File: config.mk
export PLATFORM = sky130hd
export DESIGN_NAME = alu_sequencer_flat
export DESIGN_NICKNAME = d
export VERILOG_FILES = /design/src/rtl/alu_sequencer_if.sv /design/src/rtl/alu_sequencer.sv /design/src/flat_wrapper.sv
export SDC_FILE = /design/constraint.sdc
export NUM_CORES = 1
export LEC_CHECK = 0
export BUFFER_PORTS_ARGS = -buffer_cell sky130_fd_sc_hd__buf_2
export CAP_MARGIN = 20
export CORE_UTILIZATION = 56
export DETAILED_ROUTE_END_ITERATION = 6
export PLACE_DENSITY = 0.82
export SETUP_SLACK_MARGIN = 0.02
export SLEW_MARGIN = 40
export SYNTH_ARGS = -nofsm -noshare
export SYNTH_HDL_FRONTEND = slang
export SYNTH_SLANG_ARGS = --single-unit
File: constraint.sdc
create_clock -name clk -period 5 [get_ports clk]
set_input_delay 0.5 -clock clk [delete_from_list [all_inputs] [get_ports clk]]
set_output_delay 0.5 -clock clk [all_outputs]
set_load 0.02 [all_outputs]
File: src/rtl/alu_sequencer_if.sv
// rtl/alu_sequencer_if.sv - command handshake and ALU operand/result bus for alu_sequencer
interface alu_sequencer_if #(
    parameter int AW = 2
);
    logic          cmd_valid;
    logic          cmd_ready;
    logic          cmd_ld;
    logic          cmd_arit;
    logic [1:0]    cmd_op;
    logic [AW-1:0] cmd_ra;
    logic [AW-1:0] cmd_rb;
    logic [AW-1:0] cmd_rd;
    logic [3:0]    cmd_imm;
    logic [1:0]    cmd_cond;
    logic [3:0]    alu_a;
    logic [3:0]    alu_b;
    logic [1:0]    alu_op;
    logic          alu_arit;
    logic [3:0]    alu_r;
    logic          alu_z;
    logic          alu_c;
    logic          alu_s;

    // master: instruction source plus the ALU it drives; slave: the sequencer
    modport master (
        output cmd_valid, cmd_ld, cmd_arit, cmd_op, cmd_ra, cmd_rb, cmd_rd, cmd_imm, cmd_cond,
        input  cmd_ready,
        input  alu_a, alu_b, alu_op, alu_arit,
        output alu_r, alu_z, alu_c, alu_s
    );

    modport slave (
        input  cmd_valid, cmd_ld, cmd_arit, cmd_op, cmd_ra, cmd_rb, cmd_rd, cmd_imm, cmd_cond,
        output cmd_ready,
        output alu_a, alu_b, alu_op, alu_arit,
        input  alu_r, alu_z, alu_c, alu_s
    );
endinterface

File: src/rtl/alu_sequencer.sv
// rtl/alu_sequencer.sv - command sequencer for the 4-bit ALU over a small register file
// Optional conditional execution enabled by defining ALU_SEQ_COND_EN.
module alu_sequencer #(
    parameter int NREG     = 4,
    parameter int AW       = 2,
    parameter int ALU_WAIT = 1
) (
    input  logic          clk,
    input  logic          reset,
    alu_sequencer_if.slave bus,
    output logic          done,
    output logic          done_skip,
    output logic [3:0]    res,
    output logic          flag_z,
    output logic          flag_c,
    output logic          flag_s,
    input  logic [AW-1:0] dbg_addr,
    output logic [3:0]    dbg_data
);
    typedef enum logic [1:0] {IDLE, EXEC, DONE} state_t;

    localparam logic [3:0] WAIT_INIT = 4'(ALU_WAIT - 1);

    state_t        state_q;
    logic [3:0]    regs_q [NREG];
    logic [AW-1:0] rd_q;
    logic [3:0]    cnt_q;
    logic          ready_q;
    logic          done_q;
    logic [3:0]    res_q;
    logic          flag_z_q, flag_c_q, flag_s_q;
    logic [3:0]    alu_a_q, alu_b_q;
    logic [1:0]    alu_op_q;
    logic          alu_arit_q;
    logic          cond_ok;

`ifdef ALU_SEQ_COND_EN
    logic skip_q;

    always_comb begin
        case (bus.cmd_cond)
            2'b00:   cond_ok = 1'b1;
            2'b01:   cond_ok = flag_z_q;
            2'b10:   cond_ok = flag_c_q;
            default: cond_ok = flag_s_q;
        endcase
    end

    // A suppressed command goes IDLE -> DONE, so the skip pulse aligns with done
    always_ff @(posedge clk or posedge reset) begin
        if (reset) begin
            skip_q <= 1'b0;
        end else begin
            skip_q <= (state_q == IDLE) && bus.cmd_valid && !cond_ok;
        end
    end

    assign done_skip = skip_q;
`else
    logic unused_cond;

    assign cond_ok     = 1'b1;
    assign done_skip   = 1'b0;
    assign unused_cond = ^bus.cmd_cond;
`endif

    always_ff @(posedge clk or posedge reset) begin
        if (reset) begin
            state_q    <= IDLE;
            ready_q    <= 1'b1;
            done_q     <= 1'b0;
            rd_q       <= '0;
            cnt_q      <= '0;
            res_q      <= '0;
            flag_z_q   <= 1'b0;
            flag_c_q   <= 1'b0;
            flag_s_q   <= 1'b0;
            alu_a_q    <= '0;
            alu_b_q    <= '0;
            alu_op_q   <= '0;
            alu_arit_q <= 1'b0;
            for (int i = 0; i < NREG; i++) begin
                regs_q[i] <= '0;
            end
        end else begin
            case (state_q)
                IDLE: begin
                    if (bus.cmd_valid && ready_q) begin
                        ready_q <= 1'b0;
                        if (!cond_ok) begin
                            state_q <= DONE;
                            done_q  <= 1'b1;
                        end else if (bus.cmd_ld) begin
                            regs_q[bus.cmd_rd] <= bus.cmd_imm;
                            res_q              <= bus.cmd_imm;
                            state_q            <= DONE;
                            done_q             <= 1'b1;
                        end else begin
                            // Operands are read here, so later writes to rd cannot disturb them
                            alu_a_q    <= regs_q[bus.cmd_ra];
                            alu_b_q    <= regs_q[bus.cmd_rb];
                            alu_op_q   <= bus.cmd_op;
                            alu_arit_q <= bus.cmd_arit;
                            rd_q       <= bus.cmd_rd;
                            cnt_q      <= WAIT_INIT;
                            state_q    <= EXEC;
                        end
                    end
                end
                EXEC: begin
                    if (cnt_q == 4'd0) begin
                        regs_q[rd_q] <= bus.alu_r;
                        res_q        <= bus.alu_r;
                        flag_z_q     <= bus.alu_z;
                        // Carry is only meaningful for add; logic ops leave C and S alone
                        if (alu_arit_q) begin
                            flag_s_q <= bus.alu_s;
                            if (alu_op_q == 2'b00) begin
                                flag_c_q <= bus.alu_c;
                            end
                        end
                        state_q <= DONE;
                        done_q  <= 1'b1;
                    end else begin
                        cnt_q <= cnt_q - 4'd1;
                    end
                end
                DONE: begin
                    done_q  <= 1'b0;
                    ready_q <= 1'b1;
                    state_q <= IDLE;
                end
                default: begin
                    done_q  <= 1'b0;
                    ready_q <= 1'b1;
                    state_q <= IDLE;
                end
            endcase
        end
    end

    assign bus.cmd_ready = ready_q;
    assign bus.alu_a     = alu_a_q;
    assign bus.alu_b     = alu_b_q;
    assign bus.alu_op    = alu_op_q;
    assign bus.alu_arit  = alu_arit_q;
    assign done          = done_q;
    assign res           = res_q;
    assign flag_z        = flag_z_q;
    assign flag_c        = flag_c_q;
    assign flag_s        = flag_s_q;
    assign dbg_data      = regs_q[dbg_addr];
endmodule

File: src/flat_wrapper.sv
// flat-port wrapper written by rule: the top's interface ports become plain ports
module alu_sequencer_flat 
#(
    parameter int NREG     = 4,
    parameter int AW       = 2,
    parameter int ALU_WAIT = 1
)
  (clk, reset, done, done_skip, res, flag_z, flag_c, flag_s, dbg_addr, dbg_data, bus_cmd_valid, bus_cmd_ld, bus_cmd_arit, bus_cmd_op, bus_cmd_ra, bus_cmd_rb, bus_cmd_rd, bus_cmd_imm, bus_cmd_cond, bus_cmd_ready, bus_alu_a, bus_alu_b, bus_alu_op, bus_alu_arit, bus_alu_r, bus_alu_z, bus_alu_c, bus_alu_s);
  alu_sequencer_if #(.AW(AW)) bus_i ();
  input  logic clk;
  input  logic reset;
  output logic done;
  output logic done_skip;
  output logic [3:0] res;
  output logic flag_z;
  output logic flag_c;
  output logic flag_s;
  input  logic [AW-1:0] dbg_addr;
  output logic [3:0] dbg_data;
  input wire logic [$bits(bus_i.cmd_valid)-1:0] bus_cmd_valid;
  input wire logic [$bits(bus_i.cmd_ld)-1:0] bus_cmd_ld;
  input wire logic [$bits(bus_i.cmd_arit)-1:0] bus_cmd_arit;
  input wire logic [$bits(bus_i.cmd_op)-1:0] bus_cmd_op;
  input wire logic [$bits(bus_i.cmd_ra)-1:0] bus_cmd_ra;
  input wire logic [$bits(bus_i.cmd_rb)-1:0] bus_cmd_rb;
  input wire logic [$bits(bus_i.cmd_rd)-1:0] bus_cmd_rd;
  input wire logic [$bits(bus_i.cmd_imm)-1:0] bus_cmd_imm;
  input wire logic [$bits(bus_i.cmd_cond)-1:0] bus_cmd_cond;
  output wire logic [$bits(bus_i.cmd_ready)-1:0] bus_cmd_ready;
  output wire logic [$bits(bus_i.alu_a)-1:0] bus_alu_a;
  output wire logic [$bits(bus_i.alu_b)-1:0] bus_alu_b;
  output wire logic [$bits(bus_i.alu_op)-1:0] bus_alu_op;
  output wire logic [$bits(bus_i.alu_arit)-1:0] bus_alu_arit;
  input wire logic [$bits(bus_i.alu_r)-1:0] bus_alu_r;
  input wire logic [$bits(bus_i.alu_z)-1:0] bus_alu_z;
  input wire logic [$bits(bus_i.alu_c)-1:0] bus_alu_c;
  input wire logic [$bits(bus_i.alu_s)-1:0] bus_alu_s;
  assign bus_i.cmd_valid = bus_cmd_valid;
  assign bus_i.cmd_ld = bus_cmd_ld;
  assign bus_i.cmd_arit = bus_cmd_arit;
  assign bus_i.cmd_op = bus_cmd_op;
  assign bus_i.cmd_ra = bus_cmd_ra;
  assign bus_i.cmd_rb = bus_cmd_rb;
  assign bus_i.cmd_rd = bus_cmd_rd;
  assign bus_i.cmd_imm = bus_cmd_imm;
  assign bus_i.cmd_cond = bus_cmd_cond;
  assign bus_cmd_ready = bus_i.cmd_ready;
  assign bus_alu_a = bus_i.alu_a;
  assign bus_alu_b = bus_i.alu_b;
  assign bus_alu_op = bus_i.alu_op;
  assign bus_alu_arit = bus_i.alu_arit;
  assign bus_i.alu_r = bus_alu_r;
  assign bus_i.alu_z = bus_alu_z;
  assign bus_i.alu_c = bus_alu_c;
  assign bus_i.alu_s = bus_alu_s;
  alu_sequencer #(.NREG(NREG), .AW(AW), .ALU_WAIT(ALU_WAIT)) u_core (.clk(clk), .reset(reset), .bus(bus_i), .done(done), .done_skip(done_skip), .res(res), .flag_z(flag_z), .flag_c(flag_c), .flag_s(flag_s), .dbg_addr(dbg_addr), .dbg_data(dbg_data));
endmodule
==> results.sh <==
export IMPL_status="complete, no violations"
export IMPL_max_stage_delay_ns=0.61
export IMPL_clkSinkCount=44
export IMPL_rrSetupSlack_ns=2.70
export IMPL_cts_max_level=2
export IMPL_critPathTopFamily="compound AO/OA/AOI/OAI gates"
export IMPL_rsz0062_at_grt="false"
export IMPL_numCtsBuffers=5
export IMPL_route_detailed_drc=0
export IMPL_gr_usage_all_layers_pct=24.17
export IMPL_ys_top_cells_by_area="dfrtp_1 (45%), mux2_2 (13%), mux4_2 (11%), a22o_1 (4.4%), a21oi_1 (2.1%)"
export IMPL_antenna_found_initial=0
export IMPL_syn_inst=183
export IMPL_utilization_pct=69.32
export IMPL_grt_pass1_wl_um=7776
export IMPL_rr_endpoint="u_core.regs_q[14]$_DFFE_PP0P_"
export IMPL_cp_arrival_ns=2.48
export IMPL_tns_ns=0
export IMPL_p_seq_share_pct=38.6
export IMPL_grt_ovfl_total=0
export IMPL_num_nets_final=261
export IMPL_drv_cap=0
export IMPL_synth_commonest_cells="dfrtp_1 (43), mux2_2 (28), a22o_1 (12), mux4_2 (12)"
export IMPL_timing_hold_ws_ns=0.3178
export IMPL_internal_power_mw=1.035
export IMPL_crit_buf_inv=1
export IMPL_post_cts_buffers=0
export IMPL_gr_max_usage_layer="met2"
export IMPL_rows=23
export IMPL_ys_warnings_count=0
export IMPL_setup_viol=0
export IMPL_synth_top_area_share_pct=45.45
export IMPL_skew_ns=0.008525
export IMPL_tightestPinTransition_ns=0.6192
export IMPL_p_leak_nw=1.327
export IMPL_io_pin_count=53
export IMPL_wirelength_um=4853
export IMPL_synth_yosys_seq_area_share_pct=46.56
export IMPL_rr_startpoint="u_core.cnt_q[0]$_DFFE_PP0P_"
export IMPL_startpoint="u_core.cnt_q[0]$_DFFE_PP0P_"
export IMPL_netlist_area_um2=2367
export IMPL_register_area_um2=1102
export IMPL_start_util_pct=58.76
export IMPL_grt_use_met1_pct=32.81
export IMPL_viasPerCell=5.986
export IMPL_wl_per_cell_um=17.15
export IMPL_grt_pass1_vias=1594
export IMPL_p_sw_mw=0.5682
export IMPL_critPathKind="flip-flop to flip-flop"
export IMPL_clockPowerShare_pct=23.1
export IMPL_irDropWorstVdd_mv=0.3723
export IMPL_crit_fanout=13
export IMPL_hold_buffers=0
export IMPL_fmax_mhz=435.3
export IMPL_gp_congestion=0.8000
export IMPL_ant_nets=0
export IMPL_period_share_pct=45.94
export IMPL_drive_gt1_share_pct=45.92
export IMPL_drv_slew=0
export IMPL_path_clk_slew_ns=0.08
export IMPL_synth_edf_count=0
export IMPL_syn2layout_area_growth_pct=17.97
export IMPL_dp_hpwl_um=3589
export IMPL_die_area_um2=4491
export IMPL_crit_chain="inv_1 -> ha_1 -> nand4bb_1 -> a211oi_4 -> o21a_1 -> mux2_2"
export IMPL_synthFlopType="dfrtp_1"
export IMPL_crit_path_end_kind="flip-flop"
export IMPL_multi_input_area_um2=1197
export IMPL_ys_types=38
export IMPL_ys_ff_latch=44
export IMPL_diodes=0
export IMPL_met3_usage_pct=4.281
export IMPL_drtIter0Drc=98
export IMPL_required_ns=5.19
export IMPL_root_buffer="clkbuf_8"
export IMPL_die_h_um=67.02
export IMPL_cts_resized=0
export IMPL_cp_num_cells=6
export IMPL_yosys_area_top_type="dfrtp_1"
export IMPL_place_area_um2=2634
export IMPL_slew_headroom_pct=58.63
export IMPL_r2r_cells=6
export IMPL_grt_max_degree=45
export IMPL_total_power_mw=1.603
export IMPL_design_area_um2=2793
export IMPL_synthesis_nets=212
export IMPL_avgSynthCellArea_um2=12.94
export IMPL_cp_start_kind="flip-flop"
export IMPL_async_flop_share_pct=100.0
export IMPL_port_buffers=49
export IMPL_crit_slowest_cell="a211oi_4"
export IMPL_firstDrtPassIters=4
export IMPL_cts_buffer_depth=2
export IMPL_cts_tree="yes"
export IMPL_hold_class="primary input to asynchronous set/reset pin"
export IMPL_grtUsageMet2_pct=38.00
export IMPL_yosysMostFrequentCell="dfrtp_1"
export IMPL_fin_crit_ns=2.297
export IMPL_clk_latency_ns=0.29
export IMPL_pwr_share_comb_pct=38.3
export IMPL_n_fill_cell=281
export IMPL_power_density_nw_per_um2=574.1
export IMPL_finalHoldViolations=0
export IMPL_core_area_um2=4029
export IMPL_switching_share_pct=35.44
export IMPL_die_w_um=67.02
export IMPL_num_vias=1694
-- final cells by class --
class / instances / area share (%)
inverter: 5 / 0.6720
clock inverter: 3 / 3.226
clock buffer: 5 / 2.464
multi-input combinational: 126 / 42.88
sequential: 44 / 39.47
timing repair buffer: 50 / 9.050
tap: 50 / 2.240
-- worst min-delay path, cell delays in order --
cell and delay [ns]:
buf_2 0.10, clkinv_1 0.03, buf_4 0.45
-- worst max-delay path by stage --
stage          slack, ns                             to
6_report            2.70  u_core.regs_q[14]$_DFFE_PP0P_
5_1_grt             2.50  u_core.regs_q[14]$_DFFE_PP0P_
4_1_cts             2.72  u_core.regs_q[14]$_DFFE_PP0P_
3_5_place_dp        2.74  u_core.regs_q[14]$_DFFE_PP0P_
3_3_place_gp        2.79  u_core.regs_q[14]$_DFFE_PP0P_
2_1_floorplan       3.17   u_core.regs_q[4]$_DFFE_PP0P_
-- stage by stage --
stage / worst slack, ns / instances
detailed placement: 2.743 / 275
finish: 2.703 / 283
floorplan: 3.172 / 183
global placement: 2.791 / 275
global route: 2.500 / 283
CTS: 2.717 / 283
-- per-layer routing --
| metal | wire length, µm | vias up |
|---|---|---|
| li1 | - | 786 |
| met1 | 2148 | 835 |
| met2 | 2399 | 71 |
| met3 | 271 | 2 |
| met4 | 34 | 0 |
| met5 | 0 | - |
-- sequential cells by signal (all words and copies together) (netlist names), 2 cells and up --
name / count
u_core.bus.alu_a: 4
u_core.bus.alu_b: 4
u_core.bus.alu_op: 2
u_core.cnt_q: 4
u_core.rd_q: 2
u_core.regs_q: 16
u_core.res: 4
u_core.state_q: 2
-- power groups by stage --
stage | Sequential, mW | Clock (mW) | Combinational, mW
global placement | 0.614 | 0 | 0.597
finish | 0.619 | 0.370 | 0.614
global route | 0.639 | 0.392 | 0.666
CTS | 0.618 | 0.375 | 0.619
detailed placement | 0.623 | 0 | 0.616
floorplan | 0.668 | 0 | 0.395
-- logic make-up (layout without fill, tap and decap cells) --
| family | Yosys count | count (layout) | share of synthesized area, % |
|---|---|---|---|
| simple gates | 41 | 41 | 10.47 |
| flops | 44 | 44 | 46.56 |
| mux | 45 | 45 | 27.06 |
| fa+ha+maj | 1 | 1 | 0.5285 |
| other cells | 1 | 1 | 0.1584 |
| buf+inv | 13 | 63 | 2.854 |
| compound gates | 38 | 38 | 12.37 |
-- placed cells by master (no fill, tap or decap), types with 2 or more instances in the layout --
cell / count
mux2_2: 28
inv_1: 4
nand2b_1: 3
nor3b_2: 2
nand2_1: 5
a21oi_1: 10
a22o_1: 12
mux4_2: 12
and2_1: 4
buf_2: 49
dfrtp_1: 43
a32o_1: 4
o21ai_0: 5
mux2_1: 4
bufinv_16: 3
nor2_1: 10
nor3_1: 4
clkbuf_8: 5
nor2b_1: 5
(Power assumes the default switching activity.)
